### src/rtl/pending_or_collector_pkg.sv
`default_nettype none
// ============================================================================
// Module   : pending_or_collector_pkg
// Purpose  : Shared limits, default masks and a width helper for the
//            pending/OR request collector and its priority encoder.
// Revision : 1.0 - initial release
// ============================================================================
package pending_or_collector_pkg;

    // Largest supported number of request inputs; masks are sized to this.
    localparam int c_MAX_INPUTS = 32;

    // Default masks: no inversion, every input level-sensitive.
    localparam logic [c_MAX_INPUTS-1:0] c_DEFAULT_BUBBLES_MASK = '0;
    localparam logic [c_MAX_INPUTS-1:0] c_DEFAULT_EDGE_MASK    = '0;

    // Ceiling log2, clamped to at least one bit so a 2-input build still
    // gets a usable index port.
    function automatic int idx_width(input int value);
        int w;
        w = 1;
        for (int b = 1; b < 31; b++) begin
            if ((1 << b) < value) begin
                w = b + 1;
            end
        end
        return w;
    endfunction

endpackage
`default_nettype wire

### src/rtl/lowest_set_index.sv
`default_nettype none
// ============================================================================
// Module   : lowest_set_index
// Purpose  : Combinational priority encoder. Reports whether any bit of the
//            input vector is set and the index of the lowest set bit
//            (0 when none is set).
// Ports    : i_vec [WIDTH]  vector to scan
//            any            1 when any bit of i_vec is set
//            idx  [IDX_W]   lowest set bit position, 0 if none
// Revision : 1.0 - initial release
// ============================================================================
module lowest_set_index
    import pending_or_collector_pkg::*;
#(
    parameter int WIDTH = 15,
    localparam int IDX_W = idx_width(WIDTH)
) (
    input  logic [WIDTH-1:0] i_vec,
    output logic             any,
    output logic [IDX_W-1:0] idx
);

    // Scanning from the top down lets the lowest set bit write last.
    always_comb begin
        any = |i_vec;
        idx = '0;
        for (int k = WIDTH - 1; k >= 0; k--) begin
            if (i_vec[k]) begin
                idx = k[IDX_W-1:0];
            end
        end
    end

endmodule
`default_nettype wire

### src/rtl/pending_or_collector.sv
`default_nettype none
// ============================================================================
// Module   : pending_or_collector
// Purpose  : Registered interrupt/event aggregator. Each request input can be
//            inverted, optionally synchronised, and treated either as a level
//            (follows the input) or a rising edge (sticky until cleared).
//            Produces the registered OR of enabled pending bits and the
//            lowest enabled pending index.
// Ports    : Clock        rising-edge clock
//            Reset        synchronous active-high reset (overrides Tick)
//            Tick         clock enable, 0 holds every register
//            Inputs      [N] raw request lines
//            EnableMask  [N] lets Pending[i] reach Result/FirstIndex
//            ClearMask   [N] sticky bits to clear on ClearStrobe
//            ClearStrobe     one-cycle clear request, qualified by Tick
//            Pending     [N] registered pending bits (not masked)
//            Result          registered |(Pending & EnableMask)
//            FirstIndex  [IDX_W] lowest enabled pending index, 0 if none
// Revision : 1.0 - initial release
// ============================================================================
module pending_or_collector
    import pending_or_collector_pkg::*;
#(
    parameter int                      NR_OF_INPUTS = 15,
    parameter logic [c_MAX_INPUTS-1:0] BUBBLES_MASK = c_DEFAULT_BUBBLES_MASK,
    parameter logic [c_MAX_INPUTS-1:0] EDGE_MASK    = c_DEFAULT_EDGE_MASK,
    parameter int                      SYNC_STAGES  = 0,
    localparam int                     IDX_W        = idx_width(NR_OF_INPUTS)
) (
    input  logic                    Clock,
    input  logic                    Reset,
    input  logic                    Tick,
    input  logic [NR_OF_INPUTS-1:0] Inputs,
    input  logic [NR_OF_INPUTS-1:0] EnableMask,
    input  logic [NR_OF_INPUTS-1:0] ClearMask,
    input  logic                    ClearStrobe,
    output logic [NR_OF_INPUTS-1:0] Pending,
    output logic                    Result,
    output logic [IDX_W-1:0]        FirstIndex
);

    logic [NR_OF_INPUTS-1:0] w_sync_out;
    logic [NR_OF_INPUTS-1:0] w_real;
    logic [NR_OF_INPUTS-1:0] w_pending_d;
    logic [NR_OF_INPUTS-1:0] w_active;
    logic                    w_any;
    logic [IDX_W-1:0]        w_idx;

    logic [NR_OF_INPUTS-1:0] r_pending_q;
    logic [NR_OF_INPUTS-1:0] r_prev_q;
    logic                    r_result_q;
    logic [IDX_W-1:0]        r_first_idx_q;

    for (genvar i = 0; i < NR_OF_INPUTS; i++) begin : g_bit

        if (SYNC_STAGES > 0) begin : g_sync
            // Shift chain per input; held with Tick=0 like all other state.
            logic [SYNC_STAGES-1:0] r_sync_q;

            always_ff @(posedge Clock) begin
                if (Reset) begin
                    r_sync_q <= '0;
                end else if (Tick) begin
                    r_sync_q[0] <= Inputs[i];
                    for (int s = 1; s < SYNC_STAGES; s++) begin
                        r_sync_q[s] <= r_sync_q[s-1];
                    end
                end
            end

            assign w_sync_out[i] = r_sync_q[SYNC_STAGES-1];
        end else begin : g_nosync
            assign w_sync_out[i] = Inputs[i];
        end

        assign w_real[i] = w_sync_out[i] ^ BUBBLES_MASK[i];

        // Edge bits: a new rising edge is ORed after the clear term, so a
        // set in the same cycle as a clear leaves the bit at 1.
        // Level bits simply follow the conditioned input.
        assign w_pending_d[i] = EDGE_MASK[i]
                              ? ((w_real[i] & ~r_prev_q[i])
                                 | (r_pending_q[i] & ~(ClearStrobe & ClearMask[i])))
                              : w_real[i];
    end

    // Masking only shapes Result/FirstIndex; Pending keeps masked bits.
    assign w_active = w_pending_d & EnableMask;

    lowest_set_index #(
        .WIDTH (NR_OF_INPUTS)
    ) u_lowest_set_index (
        .i_vec (w_active),
        .any   (w_any),
        .idx   (w_idx)
    );

    // prev resets to all ones so inputs already active at reset release do
    // not register as edges on the first enabled cycle.
    always_ff @(posedge Clock) begin
        if (Reset) begin
            r_pending_q   <= '0;
            r_prev_q      <= '1;
            r_result_q    <= 1'b0;
            r_first_idx_q <= '0;
        end else if (Tick) begin
            r_pending_q   <= w_pending_d;
            r_prev_q      <= w_real;
            r_result_q    <= w_any;
            r_first_idx_q <= w_idx;
        end
    end

    assign Pending    = r_pending_q;
    assign Result     = r_result_q;
    assign FirstIndex = r_first_idx_q;

endmodule
`default_nettype wire
### config.mk
export PLATFORM = sky130hd
export DESIGN_NAME = pending_or_collector
export DESIGN_NICKNAME = d
export VERILOG_FILES = /design/src/rtl/pending_or_collector_pkg.sv /design/src/rtl/lowest_set_index.sv /design/src/rtl/pending_or_collector.sv
export SDC_FILE = /design/constraint.sdc
export NUM_CORES = 1
export LEC_CHECK = 0
export BUFFER_PORTS_ARGS = -buffer_cell sky130_fd_sc_hd__buf_2
export CORE_UTILIZATION = 35
export DETAILED_ROUTE_END_ITERATION = 8
export GPL_TIMING_DRIVEN = 1
export PLACE_DENSITY = 0.7
export SYNTH_ARGS = -nofsm -noshare
export SYNTH_HDL_FRONTEND = slang
export SYNTH_SLANG_ARGS = --single-unit
### constraint.sdc
create_clock -name Clock -period 3.25 [get_ports Clock]
set_clock_uncertainty 0.15 [all_clocks]
set_input_delay 0.65 -clock Clock [delete_from_list [all_inputs] [get_ports Clock]]
set_output_delay 0.65 -clock Clock [all_outputs]
set_load 0.1 [all_outputs]
==> run metrics, run 1 <==
status complete, no violations; die height 54.57 microns; # setup viols final 0; final WL 2323 microns; DR pass1 iterations 4; Worst Hold Class reg2reg; Seq pwr share 42.6%; Routed Antenna Nets 0; per-cell routed wire length 12.83 microns; first-pass GRT wire length 3670 microns; critical path launch point FirstIndex[0]$_SDFFE_PP0P_; RSZ-0062 raised after global routing false; CP arrival 1.10 ns; core area 2545 sq um; Stages on worst setup path 1; # diodes 0; Post-Syn Instances 99; asr flop ratio synth 0%; P&R area growth vs syn 32.21%; final setup margin 1.354 ns; crit-path cells buf_2; Setup crit end kind output pin; largest net degree at the start of global routing 24; PnR Total Power 0.6261 mW; clk root buf clkbuf_4; reg2reg end FirstIndex[3]$_SDFFE_PP0P_; post-route clock period utilization 58.33%; cts hold-fix bufs 0; width of the chip 54.57 microns; type of origin of the critical path flop; total die area 2977 sq um; Max rail drop VDD 0.0002513 V; number of flops mapped to enable cells by yosys 0; area leader, netlist dfxtp_1; placed instance area 1242 sq um; clk buf depth 2; Final Hold Viols 0; initial cell density of the core 38.00%; Worst Setup EP FirstIndex[0]; max incr delay on CP 0.43 ns; routed vias/inst 5.315; Worst-path clk slew 0.11 ns; I/O Pins 69; distinct cell type count after synthesis 29; Clock power frac 23.3%; Max Fanout on Critical Path 2; Worst Max-Slew Pin Slew 0.5821 ns; Hold WS 0.3498 ns; CP Class reg2out; Lkg Pwr 0.6486 nW; DP Wirelength 1793 microns; pwr/cell area 489.6 nW/um^2; post-synth top area share 41.40%; flop2flop setup slack 2.16 ns; net load switching power 0.2441 mW; number of warnings issued by yosys 0; # nets final 201; clk_lat worst skew 0.30 ns; hold path start Pending[6]$_SDFFE_PP0P_; Int Pwr 0.3820 mW; fin area 1279 sq um; Final min period 1.896 ns; path depth of the worst reg2reg path 2; combinational power share 34.1%; switching share of power 38.98%; drc violations 0; vias in the first global route 865; Critical path buffers and inverters 1; CTS tree yes; critical path's top delay family buffers and inverters; Crit Reg-Reg Startpoint FirstIndex[3]$_SDFFE_PP0P_; GRT Total Usage 17.68%; Final Max Slew Viols 0; Fmax 0.5275 GHz; Sum Neg Setup Slack 0 ns; Required @ worst endpoint 2.45 ns; clock sinks 20; # port buffers 52; Rel. slew slack 61.20%; routed vias 962; Syn Nets 148; ranking of synthesized cells by area dfxtp_1 41%, mux2i_1 17%, nor2_1 6.6%, a22o_1 3.6%, nand2_1 2.7%; share of cells above drive strength 1 41.72%; Top FF cell, synth dfxtp_1; number of gates resized after CTS 0; syn avg cell area 9.769 sq um; antenna violations before repair 0; H-tree Lvls 1; flops & latches, synth 20; max cap viols 0; sequential area share after synthesis 41.40%; post-CTS setup buffers 0; CP max stage cell buf_2; 1st-iter DRT viols 23; Num CTS Buffers 3; GRT overflow 0; Cell Area, Synth 967.2 sq um; num rows 18; pre-CTS setup slack 1.227 ns; GP Congestion 0.6907
-- how the worst min path moves through the flow --
stage,end,depth (start not counted)
detailed placement,Pending[6]$_SDFFE_PP0P_,2
global placement,Pending[0]$_SDFFE_PP0P_,2
CTS,Pending[6]$_SDFFE_PP0P_,2
finish,Pending[6]$_SDFFE_PP0P_,2
global route,Pending[6]$_SDFFE_PP0P_,2
floorplan,Pending[0]$_SDFFE_PP0P_,2
-- metal layers --
metal | GRT usage [%] | up-vias | routed length, microns
li1 | - | 478 | -
met1 | 21.78 | 435 | 1081
met2 | 29.07 | 45 | 1026
met3 | 3.056 | 4 | 176
met4 | 9.402 | 0 | 39
met5 | 0 | - | 0
-- cell usage in the layout, fill, tap and decap left out, types with 2 or more instances in the layout --
cell type  Yosys  routed
buf_2          3      52
dfxtp_1       20      20
nor2_1        17      17
mux2i_1       16      16
nand2_1        7       7
a22o_1         4       4
a21oi_1        4       4
nand3_1        3       3
clkbuf_4       0       3
a31oi_1        2       2
a32o_1         2       2
a222oi_1       2       2
a22oi_2        2       2
-- final cells by class --
type	count	area [sq um]
fillers	258	1266
well taps	30	37.54
multi-input cells	75	544.3
clock buffers	4	36.28
repair buffers	52	260.3
flip-flops and latches	20	400.4
-- per-stage QoR --
step | std cells | util [%]
2_1_floorplan | 99 | -
5_1_grt | 181 | 50.25
6_report | 181 | 50.25
4_1_cts | 181 | 50.25
3_3_place_gp | 177 | 48.82
3_5_place_dp | 177 | 48.82
-- state kept, by name (all words and copies together), names as in the netlist --
register and cells:
Result 1, Pending 15, FirstIndex 4
-- logic make-up after synthesis --
group,Yosys count,synth area share [%]
DFF,20,41.40
muxes,16,16.56
and+or+nand+nor,33,15.91
buffers and inverters,4,2.328
AOI/OAI and AO/OA,26,23.80
-- power by group through the flow --
stage,logic [mW],registers [mW],clock network [mW]
3_5_place_dp,0.214,0.272,0
3_3_place_gp,0.212,0.271,0
2_1_floorplan,0.0549,0.378,0
5_1_grt,0.225,0.269,0.162
4_1_cts,0.215,0.267,0.153
6_report,0.213,0.267,0.146
-- cells in the mapped netlist (2+ instances only) --
library cell / n
a21oi_1: 4
a222oi_1: 2
a22o_1: 4
a22oi_2: 2
a31oi_1: 2
a32o_1: 2
buf_2: 3
dfxtp_1: 20
mux2i_1: 16
nand2_1: 7
nand3_1: 3
nor2_1: 17
No activity file was read; power rests on OpenSTA's default activity.
==> run 2: changes to the inputs <==
Settings changed: PLACE_DENSITY 0.7 to 0.73.
Clock period 3.25 ns to 1.6 ns, I/O delays scaled along.
==> run 2 against run 1 <==
Via count up 1.9%. Clock-buffer cell count down 1. Largest power group unchanged. Combinational power up 110%. Worst setup slack worse by 1.3 ns. Flip-flop and latch count unchanged. Non-clock buffer count up 3.
==> run metrics, run 2 (synthesis results as in run 1) <==
GRT Total Usage 18.23% (+0.56 points); Util after Layout 51.08% (+0.84 points); Sum Neg Setup Slack 0 ns (unchanged); Worst Hold Class in2reg; Crit Reg-Reg Startpoint FirstIndex[3]$_SDFFE_PP0P_; cts hold-fix bufs 0 (unchanged); Hold Path Cell Cnt 3 (+1); num rows 18 (unchanged); CTS tree yes; initial cell density of the core 38.00% (unchanged); post-CTS setup buffers 0 (unchanged); PnR Total Power 1.219 mW (+95%); Post-Place Cells 180 (+1.7%); drc violations 0 (unchanged); width of the chip 54.57 microns (unchanged); per-cell routed wire length 12.74 microns (-0.75%); # diodes 0 (unchanged); critical path's top delay family buffers and inverters; Non-Filler Instances 183 (+1.1%); Seq pwr share 44.5% (+1.9 points); CP Class reg2out; CP max stage cell buf_2; CP arrival 1.08 ns (-0.02 ns); RSZ-0062 raised after global routing false; Max Fanout on Critical Path 2 (unchanged); net load switching power 0.4863 mW (+99%); antenna violations before repair 0 (unchanged); I/O Pins 69 (unchanged); pwr/cell area 938.0 nW/um^2 (+92%); post-route clock period utilization 96.91%; Num CTS Buffers 3 (unchanged); final WL 2331 microns (+0.34%); fin area 1300 sq um (+1.7%); vias in the first global route 911 (+5.3%); core area 2545 sq um (unchanged); DP Wirelength 1869 microns (+4.2%); Largest register FFs 15 (unchanged); type of origin of the critical path flop; routed vias/inst 5.355 (+0.76%); max cap viols 0 (unchanged); max incr delay on CP 0.43 ns (about the same); clock sinks 20 (unchanged); most common cell after layout, fill and taps aside buf_2; Fmax 0.6450 GHz; # setup viols final 0 (unchanged); Final Max Slew Viols 0 (unchanged); Int Pwr 0.7331 mW (+92%); 1st-iter DRT viols 9 (-61%); Final Hold Viols 0 (unchanged); hold path start Inputs[1]; clk root buf clkbuf_4; total die area 2977 sq um (unchanged); Setup crit end kind output pin; Critical path buffers and inverters 1 (unchanged); Worst Max-Slew Pin Slew 0.4886 ns (-0.09350 ns); clk_lat worst skew 0.29 ns (about the same); commonest non-fill, non-tap cells in the layout 48 x buf_2, 18 x dfxtp_1, 17 x nor2_1, 16 x mux2i_1; Hold Path Sink Pending[1]$_SDFFE_PP0P_; DR pass1 iterations 4 (unchanged); Rel. slew slack 67.65% (+6.5 points); reg2reg end FirstIndex[3]$_SDFFE_PP0P_; share of cells above drive strength 1 43.79% (+2.1 points); switching share of power 39.88% (+0.90 points); die height 54.57 microns (unchanged); path depth of the worst reg2reg path 2 (unchanged); combinational power share 36.3% (+2.2 points); crit-path cells buf_2; final setup margin 0.04951 ns (-1.305 ns); clk buf depth 2 (unchanged); Max rail drop VDD 0.0005759 V (+130%); largest net degree at the start of global routing 14 (-42%); Clock power frac 19.2% (-4.1 points); flop2flop setup slack 0.53 ns (-1.63 ns); first-pass GRT wire length 3836 microns (+4.5%); GRT overflow 0 (unchanged); Hold WS 0.1176 ns (-0.2322 ns); Final min period 1.550 ns; # port buffers 52 (unchanged); H-tree Lvls 1 (unchanged); # nets final 204 (+1.5%); status complete, no violations; Required @ worst endpoint 1.13 ns (-1.32 ns); pre-CTS setup slack 0.1229 ns (-1.105 ns); placed instance area 1267 sq um (+2.0%); GP Congestion 0.7241 (+4.8%); Routed Antenna Nets 0 (unchanged); routed vias 980 (+1.9%); Lkg Pwr 0.6561 nW (+1.2%); Worst-path clk slew 0.10 ns (about the same); P&R area growth vs syn 34.41%
==> run 2: how the worst max path moves through the flow <==
stage | start | to | slack, ns | cells past startpoint
3_5_place_dp | EnableMask[11] | FirstIndex[1]$_SDFFE_PP0P_ | 0.12 | 5
5_1_grt | Pending[5]$_SDFFE_PP0P_ | Pending[5] | 0.004 | 1
4_1_cts | Pending[8]$_SDFFE_PP0P_ | Pending[8] | 0.03 | 1
2_1_floorplan | FirstIndex[2]$_SDFFE_PP0P_ | FirstIndex[2]$_SDFFE_PP0P_ | 0.14 | 3
3_3_place_gp | EnableMask[12] | FirstIndex[2]$_SDFFE_PP0P_ | 0.12 | 5
6_report | Pending[8]$_SDFFE_PP0P_ | Pending[8] | 0.05 | 1
==> run 2: worst reg2reg max path: stages, from the launching register on <==
cell     delay (ns)
dfxtp_2        0.34
or3b_2         0.44
o31ai_2        0.06
==> run 2: area by class of cell <==
cell class	instances	area (sq um)
tap	30	37.54
timing repair buffer	55	292.8
sequential	20	402.9
clock buffer	3	22.52
multi-input combinational	75	544.3
fill	263	1245
==> run 2: power by group through the flow <==
stage / Sequential, mW / Combinational [mW] / Clock (mW)
3_5_place_dp: 0.553 / 0.440 / 0
2_1_floorplan: 0.768 / 0.111 / 0
4_1_cts: 0.543 / 0.441 / 0.251
3_3_place_gp: 0.552 / 0.435 / 0
5_1_grt: 0.547 / 0.466 / 0.269
6_report: 0.542 / 0.443 / 0.234
==> run 2: repair_timing <==
item | CTS | global route
gates resized for setup | 0 | 4
endpoints found under the setup margin | 0 | 4
hold endpoints to repair | 0 | 0
==> run 2: per-layer routing <==
layer | global-route usage (%) | vias up | wire, microns
met5 | 0 | - | 0
met4 | 5.128 | 0 | 17
met3 | 6.389 | 2 | 206
met2 | 31.10 | 46 | 1033
met1 | 21.37 | 452 | 1074
li1 | - | 480 | -
==> run 3: changes to the inputs <==
Settings changed: ABC_AREA from default to 1, PLACE_DENSITY 0.73 to 0.75.
==> run 3 against run 2 <==
Flip-flop and latch count did not move. Sequential power is 1% higher. Highest routed layer unchanged. Synthesized cell count increased by 33%. Wire length decreased by 6.7%. Design area shrank 6.9%. Register-to-register slack improved by 0.27 ns. Via count is 0.51% higher. Global-route usage barely moved.
==> run metrics, run 3 <==
final setup margin 0.05674 ns (+0.007229 ns); critical path's top delay family buffers and inverters; area leader, netlist dfxtp_1; RSZ-0062 raised after global routing false; sequential area share after synthesis 44.63% (+3.2 points); Num CTS Buffers 3 (unchanged); Max rail drop VDD 0.0006358 V (+10%); largest net degree at the start of global routing 19 (+5); Critical path buffers and inverters 1 (unchanged); core area 2318 sq um (-8.9%); asr flop ratio synth 0% (unchanged); Top FF cell, synth dfxtp_1; ranking of synthesized cells by area dfxtp_1 45%, nor2_1 15%, nand2_1 12%, nand2_2 7.0%, o21ai_1 6.7%; Sum Neg Setup Slack 0 ns (unchanged); routed vias/inst 4.646 (-13%); num rows 17 (-1); Rel. slew slack 67.65% (about the same); I/O Pins 69 (unchanged); die height 52.63 microns (-3.6%); 1st-iter DRT viols 27 (+18); post-synth top area share 44.63% (+3.2 points); P&R area growth vs syn 34.87%; Syn Nets 181 (+22%); Post-synth top cells 37 x nor2_1, 29 x nand2_1, 20 x dfxtp_1; width of the chip 52.63 microns (-3.6%); most common cell after layout, fill and taps aside buf_2; status complete, no violations; GP Congestion 0.7492 (+3.5%); total die area 2769 sq um (-7.0%); routed vias 985 (+0.51%); GRT overflow 0 (unchanged); GRT Total Usage 18.21% (-0.020 points); number of flops mapped to enable cells by yosys 0 (unchanged); count leader, synth nor2_1; share of cells above drive strength 1 38.04% (-5.7 points); Post-Syn Instances 132 (+33%); clk buf depth 2 (unchanged); initial cell density of the core 38.69% (+0.69 points); DP Wirelength 1721 microns (-7.9%); # port buffers 52 (unchanged); Max Fanout on Critical Path 2 (unchanged); Largest register FFs 15 (unchanged); Required @ worst endpoint 1.13 ns (about the same); clock sinks 20 (unchanged); hold path start Reset; per-cell routed wire length 10.25 microns (-19%); Routed Antenna Nets 0 (unchanged); distinct cell type count after synthesis 14 (-52%); PnR Total Power 1.232 mW (+1.0%); crit-path cells buf_2; # setup viols final 0 (unchanged); CP max stage cell buf_2; CP Class reg2out; Setup crit end kind output pin; syn avg cell area 6.796 sq um (-30%); post-route clock period utilization 96.45% (-0.45 points); Worst Max-Slew Pin Slew 0.4887 ns (+0.00009787 ns); max incr delay on CP 0.43 ns (about the same); number of warnings issued by yosys 0 (unchanged); type of origin of the critical path flop; drc violations 0 (unchanged); pre-CTS setup slack 0.1191 ns (-0.003793 ns); Final min period 1.543 ns (-0.007229 ns); placed instance area 1185 sq um (-6.5%); max cap viols 0 (unchanged); antenna violations before repair 0 (unchanged); Worst Hold Class in2reg; CP arrival 1.07 ns (about the same); # nets final 235 (+15%); fin area 1210 sq um (-6.9%); commonest non-fill, non-tap cells in the layout 51 x buf_2, 37 x nor2_1, 29 x nand2_1, 20 x dfxtp_1, 12 x o21ai_1; Fmax 0.6480 GHz (+0.47%); flops & latches, synth 20 (unchanged); Lkg Pwr 0.6546 nW (-0.23%); clk_lat worst skew 0.29 ns (about the same); post-CTS setup buffers 0 (unchanged); final WL 2174 microns (-6.7%); # diodes 0 (unchanged); CTS tree yes; Cell Area, Synth 897.1 sq um (-7.2%); layout filler cell count 226 (-14%); critical path launch point Pending[4]$_SDFFE_PP0P_; Worst-path clk slew 0.11 ns (about the same); first-pass GRT wire length 3739 microns (-2.5%); Final Max Slew Viols 0 (unchanged); Crit Reg-Reg Startpoint Pending[5]$_SDFFE_PP0P_; cts hold-fix bufs 0 (unchanged); vias in the first global route 923 (+1.3%); clk root buf clkbuf_4; Final Hold Viols 0 (unchanged); DR pass1 iterations 4 (unchanged); pwr/cell area 1018 nW/um^2 (+8.5%); H-tree Lvls 1 (unchanged)
run 3: cell types whose count changed in the layout (fill, tap and decap cells not counted), sizes merged, moves of 2 or more:
cell    delta
a21oi      +2
a222oi     -2
a22o       -4
a22oi      -4
a31oi      -2
a32o       -2
clkbuf     -3
inv        +3
mux2i     -16
nand2     +32
nand3      -2
nand4      +2
nor2      +20
o21ai     +16
run 3: kinds of logic after synthesis:
kind of cell,after synthesis,share of synthesized area (%)
AND/OR/NAND/NOR,80,37.10
buffers and inverters,7,2.928
AO/OA/AOI/OAI,25,15.34
flip-flops,20,44.63
run 3: metal layers:
metal | GRT usage, % | up-vias | share of wire (%)
li1 | - | 533 | -
met1 | 20.39 | 426 | 41
met2 | 32.49 | 22 | 53
met3 | 3.768 | 4 | 4.4
met4 | 8.333 | 0 | 1.1
met5 | 0 | - | 0
run 3: path summary, 6_finish.rpt:
path,end,slack (ns),depth (start not counted)
min reg2reg,FirstIndex[3]$_SDFFE_PP0P_,0.33,2
min,FirstIndex[0]$_SDFFE_PP0P_,0.06,2
max reg2reg,Pending[5]$_SDFFE_PP0P_,0.80,2
max,Pending[4],0.06,1
run 3: stage by stage:
step,util [%],hold WS [ns],instances
2_1_floorplan,-,0.2324,132
3_3_place_gp,51.11,0.3061,209
3_5_place_dp,51.11,0.3171,209
4_1_cts,52.08,0.05233,212
5_1_grt,52.19,0.05153,212
6_report,52.19,0.05929,212
run 3: final cells by class:
| class | count | area, sq um | area share [%] |
|---|---|---|---|
| multi-input cells | 105 | 470.5 | 38.88 |
| flip-flops and latches | 20 | 400.4 | 33.09 |
| repair buffers | 53 | 270.3 | 22.34 |
| well taps | 28 | 35.03 | 2.896 |
| clock buffers | 3 | 22.52 | 1.861 |
| inverters | 3 | 11.26 | 0.9307 |
run 3: repair_timing:
item,4_1_cts,5_1_grt
resized for setup,0,1
setup endpoints to repair,0,1
endpoints found under the hold margin,0,0
run 3: report_power, final:
part	leakage (nW)	total [mW]	internal (mW)	switching [mW]
clock	0.0138	0.232	0.0875	0.145
combinational	0.475	0.452	0.0966	0.355
sequential	0.166	0.548	0.532	0.0160
